File: src/rtl/uart_word_rx_param.sv
// Assembles NBYTES received bytes into one word, optionally interleaved with
// position tags (k+1), with an inter-byte timeout that drops stalled frames.
module uart_word_rx_param #(
    parameter int NBYTES         = 4,
    parameter int TAGGED         = 1,
    parameter int TIMEOUT_CYCLES = 100000
) (
    input  logic                  clk,
    input  logic                  reset,
    input  logic [7:0]            byte_data,
    input  logic                  byte_valid,
    output logic [8*NBYTES-1:0]   word,
    output logic                  word_valid,
    output logic                  frame_err,
    output logic                  busy
);

    localparam int KW         = (NBYTES > 1) ? $clog2(NBYTES) : 1;
    localparam int CW         = (TIMEOUT_CYCLES > 1) ? $clog2(TIMEOUT_CYCLES) : 1;
    localparam int T_LAST_INT = (TIMEOUT_CYCLES > 0) ? TIMEOUT_CYCLES - 1 : 0;

    localparam logic [KW-1:0] K_LAST = KW'(NBYTES - 1);
    localparam logic [CW-1:0] T_LAST = CW'(T_LAST_INT);

    localparam logic [1:0] IDLE      = 2'd0;
    localparam logic [1:0] WAIT_TAG  = 2'd1;
    localparam logic [1:0] WAIT_DATA = 2'd2;
    localparam logic [1:0] DONE      = 2'd3;

    logic [1:0]          state, state_n;
    logic [KW-1:0]       k, k_n;
    logic [8*NBYTES-1:0] shadow, shadow_n;
    logic [CW-1:0]       cnt, cnt_n;
    logic                word_load;
    logic                err_n;
    logic                waiting;
    logic                timeout_hit;
    logic [7:0]          tag_expect;

    assign waiting     = (state == WAIT_TAG) || (state == WAIT_DATA);
    assign timeout_hit = (TIMEOUT_CYCLES != 0) && waiting && !byte_valid && (cnt == T_LAST);
    assign tag_expect  = 8'(k) + 8'd1;
    assign busy        = (state != IDLE);

    // DONE handles an incoming byte exactly like IDLE so back-to-back frames lose nothing.
    always_comb begin
        state_n   = state;
        k_n       = k;
        shadow_n  = shadow;
        word_load = 1'b0;
        err_n     = 1'b0;
        case (state)
            IDLE, DONE: begin
                state_n = IDLE;
                k_n     = '0;
                if (byte_valid) begin
                    if (TAGGED != 0) begin
                        if (byte_data == 8'd1) begin
                            state_n = WAIT_DATA;
                        end
                    end else begin
                        shadow_n[7:0] = byte_data;
                        if (NBYTES == 1) begin
                            state_n   = DONE;
                            word_load = 1'b1;
                        end else begin
                            state_n = WAIT_DATA;
                            k_n     = KW'(1);
                        end
                    end
                end
            end
            WAIT_DATA: begin
                if (byte_valid) begin
                    shadow_n[int'(k)*8 +: 8] = byte_data;
                    if (k == K_LAST) begin
                        state_n   = DONE;
                        word_load = 1'b1;
                        k_n       = '0;
                    end else begin
                        k_n     = k + KW'(1);
                        state_n = (TAGGED != 0) ? WAIT_TAG : WAIT_DATA;
                    end
                end else if (timeout_hit) begin
                    err_n   = 1'b1;
                    state_n = IDLE;
                    k_n     = '0;
                end
            end
            WAIT_TAG: begin
                if (byte_valid) begin
                    if (byte_data == tag_expect) begin
                        state_n = WAIT_DATA;
                    end else begin
                        err_n   = 1'b1;
                        k_n     = '0;
                        state_n = (byte_data == 8'd1) ? WAIT_DATA : IDLE;
                    end
                end else if (timeout_hit) begin
                    err_n   = 1'b1;
                    state_n = IDLE;
                    k_n     = '0;
                end
            end
            default: begin
                state_n = IDLE;
                k_n     = '0;
            end
        endcase
    end

    always_comb begin
        cnt_n = cnt;
        if (byte_valid || (state_n == IDLE) || (state_n == DONE)) begin
            cnt_n = '0;
        end else if (cnt != {CW{1'b1}}) begin
            cnt_n = cnt + CW'(1);
        end
    end

    always_ff @(posedge clk) begin
        if (reset) begin
            state      <= IDLE;
            k          <= '0;
            shadow     <= '0;
            cnt        <= '0;
            word       <= '0;
            word_valid <= 1'b0;
            frame_err  <= 1'b0;
        end else begin
            state      <= state_n;
            k          <= k_n;
            shadow     <= shadow_n;
            cnt        <= cnt_n;
            word_valid <= word_load;
            frame_err  <= err_n;
            if (word_load) begin
                word <= shadow_n;
            end
        end
    end

endmodule

File: config.mk
export PLATFORM = sky130hd
export DESIGN_NAME = uart_word_rx_param
export DESIGN_NICKNAME = d
export VERILOG_FILES = /design/src/rtl/uart_word_rx_param.sv
export SDC_FILE = /design/constraint.sdc
export NUM_CORES = 1
export LEC_CHECK = 0
export CORE_UTILIZATION = 30
export CTS_CLUSTER_DIAMETER = 150
export DETAILED_ROUTE_END_ITERATION = 12
export SLEW_MARGIN = 20
export SYNTH_ARGS = -nofsm -noshare
export SYNTH_HDL_FRONTEND = slang
export SYNTH_SLANG_ARGS = --single-unit
File: constraint.sdc
create_clock -name clk -period 7.52 [get_ports clk]
set_clock_uncertainty 0.2 [all_clocks]
set_input_delay 1.88 -clock clk [delete_from_list [all_inputs] [get_ports clk]]
set_output_delay 1.88 -clock clk [all_outputs]
set_load 0.02 [all_outputs]
==> results.sh, run 1 <==
export IMPL_outcome="complete, no violations"
export IMPL_num_antenna_cells=0
export IMPL_fin_area_um2=4480
export IMPL_fin_crit_ps=4550
export IMPL_netlist_instances=395
export IMPL_cts_root_buf="clkbuf_16"
export IMPL_h_tree_depth=3
export IMPL_grt_max_degree=72
export IMPL_ys_warnings_count=0
export IMPL_fmax_mhz=220
export IMPL_drt_wl_total_mm=8.23
export IMPL_port_buffers=45
export IMPL_clock_latency_ps=340
export IMPL_syn2layout_area_growth_pct=21.6
export IMPL_min_period_over_period_pct=60.5
export IMPL_rsz0062_at_grt="no"
export IMPL_antenna_found_initial=0
export IMPL_final_antenna_net_count=0
export IMPL_final_fill_count=1244
export IMPL_ir_worst_vdd_uv=87.5
export IMPL_drv_slew=0
export IMPL_multi_input_area_um2=1780
export IMPL_ys_ff_latch=87
export IMPL_cts_buffers_inserted=9
export IMPL_tightest_slew_ps=1010
export IMPL_ys_types=47
export IMPL_maxSlewHeadroom_pct=32.5
export IMPL_path_clk_slew_ps=70
export IMPL_ios=46
export IMPL_grt_pass1_vias=2821
export IMPL_maxCapViolations=0
export IMPL_wl_per_cell_um=14.3
export IMPL_hold_violations=0
export IMPL_syn_avg_cell_area_um2=9.33
export IMPL_min_path_type="reg -> reg"
export IMPL_synthXorXnorAreaFrac_pct=4.28
export IMPL_yosys_area_share_simple_pct=22.2
export IMPL_dr_first_iter_drc_count=263
export IMPL_cts_resized=0
export IMPL_fin_util_pct=37.3
export IMPL_syn_area_um2=3680
export IMPL_power_density_nw_per_um2=201
export IMPL_cp_required_ps=7510
export IMPL_coreArea_um2=12000
export IMPL_cts_hold_buffers=0
export IMPL_synth_compound_area_share_pct=17.1
export IMPL_layout_common_cells="dfxtp_1, nor2_1, clkdlybuf4s50_1"
export IMPL_dr_pass1_iters=4
export IMPL_ys_seq_area_share_pct=47.3
export IMPL_muxShareOfSynthArea_pct=0.543
export IMPL_gp_congestion=0.804
export IMPL_cts_num_sinks=87
export IMPL_seq_area_um2=1740
export IMPL_start_kind="input pin"
export IMPL_drc=0
export IMPL_post_cts_buffers=0
export IMPL_place_area_um2=4190
export IMPL_grt_total_usage_pct=13.8
export IMPL_start_util_pct=30.7
export IMPL_rows=40
export IMPL_synth_top_family_by_area="simple AND/OR/NAND/NOR gates"
export IMPL_via_count=2924
export IMPL_cts_buffer_depth=2
export IMPL_grt_pass1_wl_mm=13.7
export IMPL_fin_setup_tns_ps=0
export IMPL_die_area_um2=12700
export IMPL_tritoncts="yes"
export IMPL_layout_nets=447
export IMPL_p_total_w=0.000901
export IMPL_dp_hpwl_mm=5.53
export IMPL_final_setup_viol_count=0
export IMPL_die_w_um=113
export IMPL_syn_num_nets=417
export IMPL_synth_fa_ha_area_share_pct=3.74
export IMPL_dieHeight_um=113
export IMPL_critPathCaptureType="register"
export IMPL_drive_above_1_share_pct=6.98
export IMPL_criticalPathCategory="in -> reg"
export IMPL_viasPerCell=5.07
export IMPL_cp_max_fo=17
export IMPL_p_leak_nw=1.45
export IMPL_arrival_ps=4540
export IMPL_final_common_cell="dfxtp_1"
export IMPL_grt_overflow_total=0
-- report_power, final --
group	leakage [nW]	internal (W)	switching, W
Clock	0.138	0.000227	0.000191
Sequential	0.700	0.000461	0.0000000102
Combinational	0.616	0.00000704	0.0000147
Total	1.45	0.000695	0.000206
-- per-layer routing --
| layer | vias to the layer above | part of all wire, % | track usage (%) | wire length, µm |
|---|---|---|---|---|
| met4 | 0 | 1.6 | 5.33 | 129 |
| li1 | 1486 | - | - | - |
| met3 | 13 | 4.0 | 3.59 | 333 |
| met2 | 49 | 46 | 22.6 | 3800 |
| met5 | - | 0 | 0 | 0 |
| met1 | 1376 | 48 | 17.3 | 3960 |
-- cell type report --
type / count / share of cell area, %
inverter: 10 / 0.838
tap: 147 / 4.10
multi-input combinational: 270 / 39.7
timing repair buffer: 47 / 10.3
clock inverter: 7 / 1.23
clock buffer: 9 / 5.03
sequential: 87 / 38.9
-- synth_stat cells, drive strengths merged --
cell type / n / area share, %
a21oi: 4 / 0.54
a32o: 1 / 0.27
a21o: 1 / 0.20
xor2: 6 / 1.4
nor3: 16 / 2.3
nor4: 5 / 0.85
o2111a: 1 / 0.31
nor2b: 4 / 0.68
nand3b: 2 / 0.41
nand3: 5 / 0.68
o221ai: 1 / 0.24
and3: 5 / 0.85
or3b: 2 / 0.54
or4b: 1 / 0.27
dfxtp: 87 / 47
o31a: 1 / 0.27
buf: 8 / 1.8
and4b: 1 / 0.27
xnor2: 12 / 2.9
clkbuf: 20 / 2.0
nor2: 78 / 7.9
o21a: 2 / 0.41
a211o: 1 / 0.24
nand4b: 2 / 0.48
or4bb: 1 / 0.31
mux2i: 2 / 0.54
o21ai: 1 / 0.14
a211oi: 33 / 6.9
o311ai: 1 / 0.24
ha: 11 / 3.7
a22oi: 33 / 6.7
nor4b: 12 / 3.8
a2111oi: 1 / 0.24
or4: 1 / 0.31
and2: 2 / 0.34
nand4: 1 / 0.17
nand2: 15 / 1.5
a22o: 2 / 0.48
nand2b: 3 / 0.51
inv: 10 / 1.0
-- worst max-delay path, stage by stage --
cell	delay, ps
clkdlybuf4s50_1	530
or4_4	610
or3b_4	400
a211oi_2	200
o31a_2	220
o21a_1	540
nor3_1	160
-- cell families after synthesis --
group / after synthesis
AO/OA/AOI/OAI: 83
XOR/XNOR: 18
adder cells (fa/ha/maj): 11
buffers and inverters: 38
flip-flops: 87
multiplexers: 2
AND/OR/NAND/NOR: 156
-- through the flow --
step	std cells	setup slack [ps]	hold slack, ps
after global routing	577	2850	328
final	577	2970	296
after CTS	577	2850	300
after floorplan	395	3580	272
after detailed placement	561	2490	290
after global placement	561	2570	289
-- final timing paths --
path | endpoint | slack (ps) | from | cells past startpoint
worst max-delay path | cnt[6]$_SDFFE_PP0P_ | 2970 | byte_data[4] | 7
worst min-delay path | word[5]$_SDFFE_PP0P_ | 300 | word[5]$_SDFFE_PP0P_ | 2
worst max register to register | cnt[1]$_SDFFE_PP0P_ | 4320 | k[0]$_SDFFE_PP0P_ | 7
worst min register to register | word[5]$_SDFFE_PP0P_ | 300 | word[5]$_SDFFE_PP0P_ | 2
-- registers in the layout, indices dropped and copies added, names as in the netlist --
signal	flops
state	2
word_valid	1
cnt	17
shadow	32
frame_err	1
k	2
word	32
No activity file was read; power rests on OpenSTA's default activity.
==> run 2: changes to the inputs <==
Clock period 7.52 ns to 4.34 ns, I/O delays scaled along.
==> results.sh, run 2 (synthesized netlist as in run 1, its figures left out) <==
export IMPL_outcome="complete, no violations"
export IMPL_cts_buffers_inserted=9
export IMPL_p_total_w=0.00163
export IMPL_grt_max_degree=71
export IMPL_fin_setup_tns_ps=0
export IMPL_port_buffers=45
export IMPL_grt_pass1_wl_mm=14.0
export IMPL_cpPeakStageDelay_ps=610
export IMPL_r2r_setup_slack_ps=1110
export IMPL_min_path_type="reg -> reg"
export IMPL_start_util_pct=30.7
export IMPL_critPathCaptureType="register"
export IMPL_num_antenna_cells=0
export IMPL_drc=0
export IMPL_fin_area_um2=4580
export IMPL_final_antenna_net_count=0
export IMPL_place_area_um2=4270
export IMPL_switching_power_w=0.000357
export IMPL_fin_util_pct=38.1
export IMPL_p_leak_nw=1.51
export IMPL_start_kind="input pin"
export IMPL_clock_latency_ps=330
export IMPL_crit_slowest_cell="or4_4"
export IMPL_fin_crit_ps=3530
export IMPL_cp_required_ps=4320
export IMPL_syn2layout_area_growth_pct=24.3
export IMPL_drv_slew=0
export IMPL_coreArea_um2=12000
export IMPL_rows=40
export IMPL_share_seq_of_total_power_pct=49.1
export IMPL_combPwrFrac_pct=2.5
export IMPL_path_cells="clkdlybuf4s50_1 > or4_4 > or3b_4 > a211oi_2 > o31a_2 > o21a_1 > buf_4 > nor4b_1"
export IMPL_hold_violations=0
export IMPL_layout_common_cells="dfxtp_1, nor2_1, clkdlybuf4s50_1"
export IMPL_tightest_slew_ps=1020
export IMPL_fmax_mhz=284
export IMPL_path_clk_slew_ps=60
export IMPL_grt_pass1_vias=2789
export IMPL_gp_congestion=0.794
export IMPL_dr_first_iter_drc_count=286
export IMPL_grt_overflow_total=0
export IMPL_dp_cells=570
export IMPL_reg_top3="shadow x32, word x32, cnt x17"
export IMPL_arrival_ps=3510
export IMPL_final_setup_viol_count=0
export IMPL_dp_hpwl_mm=5.80
export IMPL_min_period_over_period_pct=81.3
export IMPL_maxSlewHeadroom_pct=31.6
export IMPL_ir_worst_vdd_uv=194
export IMPL_dr_pass1_iters=4
export IMPL_cp_max_fo=17
export IMPL_final_fill_count=1195
export IMPL_dieHeight_um=113
export IMPL_wl_per_cell_um=14.2
export IMPL_cts_root_buf="clkbuf_16"
export IMPL_cts_resized=0
export IMPL_viasPerCell=5.07
export IMPL_cts_buffer_depth=2
export IMPL_p_clk_share_pct=48.4
export IMPL_drive_above_1_share_pct=8.66
export IMPL_layout_nets=456
export IMPL_h_tree_depth=3
export IMPL_post_cts_buffers=0
export IMPL_via_count=2972
export IMPL_ios=46
export IMPL_cts_hold_buffers=0
export IMPL_p_int_w=0.00127
export IMPL_antenna_found_initial=0
export IMPL_rsz0062_at_grt="no"
export IMPL_criticalPathCategory="in -> reg"
export IMPL_stdcell_count=586
export IMPL_grt_total_usage_pct=13.8
export IMPL_drt_wl_total_mm=8.32
export IMPL_die_w_um=113
export IMPL_maxCapViolations=0
export IMPL_tritoncts="yes"
export IMPL_switching_share_pct=21.9
export IMPL_cts_num_sinks=87
export IMPL_final_common_cell="dfxtp_1"
export IMPL_power_density_nw_per_um2=355
export IMPL_die_area_um2=12700
## run 2: power by group through the flow
stage / Clock [W] / Combinational [W] / Sequential, W
6_report: 0.000787 / 0.0000401 / 0.000798
5_1_grt: 0.000844 / 0.0000428 / 0.000797
4_1_cts: 0.000807 / 0.0000400 / 0.000798
3_5_place_dp: 0 / 0.0000397 / 0.000816
3_3_place_gp: 0 / 0.0000395 / 0.000816
2_1_floorplan: 0 / 0.0000210 / 0.000816
## run 2: layout make-up
cell class | count | area [µm²] | share of cell area [%]
multi-input combinational | 270 | 1770 | 38.7
timing repair buffer | 56 | 541 | 11.8
clock inverter | 6 | 75.1 | 1.64
sequential | 87 | 1740 | 38.0
clock buffer | 10 | 229 | 5.00
inverter | 10 | 37.5 | 0.819
tap | 147 | 184 | 4.02
## run 2: per-layer routing
metal,routed length [µm],up-vias,global-route usage (%)
li1,-,1505,-
met1,4030,1394,18.7
met2,3760,66,21.6
met3,426,7,3.05
met4,96,0,5.07
met5,0,-,0
## run 2: stage by stage
| step | hold WS, ps | worst slack (ps) |
|---|---|---|
| 5_1_grt | 324 | 736 |
| 3_5_place_dp | 293 | 184 |
| 2_1_floorplan | 272 | 1200 |
| 4_1_cts | 303 | 527 |
| 6_report | 299 | 813 |
| 3_3_place_gp | 291 | 286 |
## run 2: worst paths after layout
kind / cells past startpoint / to / startpoint
max: 8 / cnt[11]$_SDFFE_PP0P_ / byte_data[4]
min: 2 / word[31]$_SDFFE_PP0P_ / word[31]$_SDFFE_PP0P_
max reg2reg: 7 / cnt[11]$_SDFFE_PP0P_ / k[0]$_SDFFE_PP0P_
min reg2reg: 2 / word[31]$_SDFFE_PP0P_ / word[31]$_SDFFE_PP0P_
## run 2: worst max-delay path, delay by kind of cell
family                 cells  cell delay (ps)
buffers and inverters      2              760
AOI/OAI and AO/OA          3              540
and+or+nand+nor            3             1110
==> run 3: changes to the inputs <==
Clock period 4.34 ns to 2.9 ns, I/O delays scaled along.
==> results.sh, run 3 (synthesized netlist as in run 1, its figures left out) <==
export IMPL_outcome="complete, no violations"
export IMPL_path_cells="clkdlybuf4s50_1 > xnor2_1 > a32o_1 > o2111a_1 > o31a_2 > o21a_1 > buf_12 > nor4b_4"
export IMPL_start_kind="input pin"
export IMPL_p_clk_share_pct=46.9
export IMPL_die_area_um2=12700
export IMPL_reg_top3="shadow x32, word x32, cnt x17"
export IMPL_combPwrFrac_pct=3.1
export IMPL_cpPeakStageDelay_ps=460
export IMPL_syn2layout_area_growth_pct=32.4
export IMPL_dr_pass1_iters=4
export IMPL_coreArea_um2=12000
export IMPL_share_seq_of_total_power_pct=50.0
export IMPL_final_common_cell="dfxtp_1"
export IMPL_tritoncts="yes"
export IMPL_port_buffers=45
export IMPL_p_int_w=0.00185
export IMPL_final_setup_viol_count=0
export IMPL_path_clk_slew_ps=70
export IMPL_grt_max_degree=66
export IMPL_cts_root_buf="clkbuf_16"
export IMPL_switching_share_pct=22.8
export IMPL_fin_setup_tns_ps=0
export IMPL_layout_nets=485
export IMPL_h_tree_depth=3
export IMPL_gp_congestion=0.842
export IMPL_rows=40
export IMPL_final_antenna_net_count=0
export IMPL_critPathCaptureType="register"
export IMPL_grt_pass1_vias=2954
export IMPL_cts_hold_buffers=0
export IMPL_ios=46
export IMPL_dieHeight_um=113
export IMPL_cp_required_ps=2950
export IMPL_tightest_slew_ps=653
export IMPL_num_antenna_cells=0
export IMPL_grt_pass1_wl_mm=14.2
export IMPL_antenna_found_initial=0
export IMPL_min_period_over_period_pct=96.0
export IMPL_via_count=3096
export IMPL_fin_crit_ps=2780
export IMPL_drc=0
export IMPL_die_w_um=113
export IMPL_dp_slack_ps=-764
export IMPL_clock_latency_ps=340
export IMPL_hold_violations=0
export IMPL_cts_buffer_depth=2
export IMPL_p_total_w=0.00239
export IMPL_cts_buffers_inserted=9
export IMPL_fin_util_pct=40.6
export IMPL_min_path_type="reg -> reg"
export IMPL_maxCapViolations=0
export IMPL_grt_overflow_total=0
export IMPL_cts_num_sinks=87
export IMPL_criticalPathCategory="in -> reg"
export IMPL_power_density_nw_per_um2=490
export IMPL_start_util_pct=30.7
export IMPL_drt_wl_total_mm=8.70
export IMPL_fin_ws_ps=117
export IMPL_wl_per_cell_um=14.1
export IMPL_arrival_ps=2830
export IMPL_fmax_mhz=359
export IMPL_viasPerCell=5.03
export IMPL_final_fill_count=1183
export IMPL_cp_max_fo=17
export IMPL_rsz0062_at_grt="no"
export IMPL_drive_above_1_share_pct=16.0
export IMPL_switching_power_w=0.000544
export IMPL_ir_worst_vdd_uv=233
export IMPL_dp_hpwl_mm=5.98
export IMPL_p_leak_nw=1.70
export IMPL_drv_slew=0
export IMPL_crit_slowest_cell="clkdlybuf4s50_1"
export IMPL_layout_common_cells="dfxtp_1, nor2_1, clkdlybuf4s50_1"
export IMPL_holdWs_ps=298
export IMPL_grt_total_usage_pct=14.1
export IMPL_dr_first_iter_drc_count=212
export IMPL_maxSlewHeadroom_pct=56.5
## run 3: area by class of cell
type                       count  area (µm²)  share of cell area, %
sequential                    87        1740                   35.7
clock buffer                  10         239                   4.90
clock inverter                 6        51.3                   1.05
multi-input combinational    270        1830                   37.6
timing repair buffer          85         792                   16.2
tap                          147         184                   3.77
inverter                      10        37.5                  0.769
## run 3: power by group through the flow
stage | registers (W) | logic, W | clock network, W
6_report | 0.00119 | 0.0000740 | 0.00112
5_1_grt | 0.00119 | 0.0000796 | 0.00121
4_1_cts | 0.00119 | 0.0000744 | 0.00115
3_5_place_dp | 0.00122 | 0.0000728 | 0
3_3_place_gp | 0.00122 | 0.0000728 | 0
2_1_floorplan | 0.00122 | 0.0000314 | 0
## run 3: per-layer routing
metal,vias up,GRT usage [%],wire (µm)
li1,1555,-,-
met1,1468,16.9,3880
met2,63,24.4,4360
met3,10,3.21,303
met4,0,5.96,150
met5,-,0,0
## run 3: final timing paths
kind / start / end / slack (ps) / depth (start not counted)
min reg2reg: word[22]$_SDFFE_PP0P_ / word[22]$_SDFFE_PP0P_ / 300 / 2
max: byte_data[2] / cnt[12]$_SDFFE_PP0P_ / 120 / 8
max reg2reg: cnt[0]$_SDFFE_PP0P_ / cnt[12]$_SDFFE_PP0P_ / 290 / 9
min: word[22]$_SDFFE_PP0P_ / word[22]$_SDFFE_PP0P_ / 300 / 2
## run 3: timing repair
item                                    in CTS  in global routing
cloned                                       0                  1
pin swaps                                    3                  3
setup buffers                                3                  1
endpoints found under the setup margin      17                 17
gates resized for setup                     10                  9
## run 3: critical path: cells and delay by family
| family | cells | cell delay (ps) |
|---|---|---|
| AO/OA/AOI/OAI | 4 | 1040 |
| buffers and inverters | 2 | 620 |
| AND/OR/NAND/NOR | 1 | 260 |
| XOR/XNOR | 1 | 170 |
## run 3: per-stage QoR
step / std cells / cell area, µm²
final: 615 / 4880
after global routing: 615 / 4880
after CTS: 613 / 4830
after detailed placement: 594 / 4460
after global placement: 594 / 4460
after floorplan: 395 / 3680
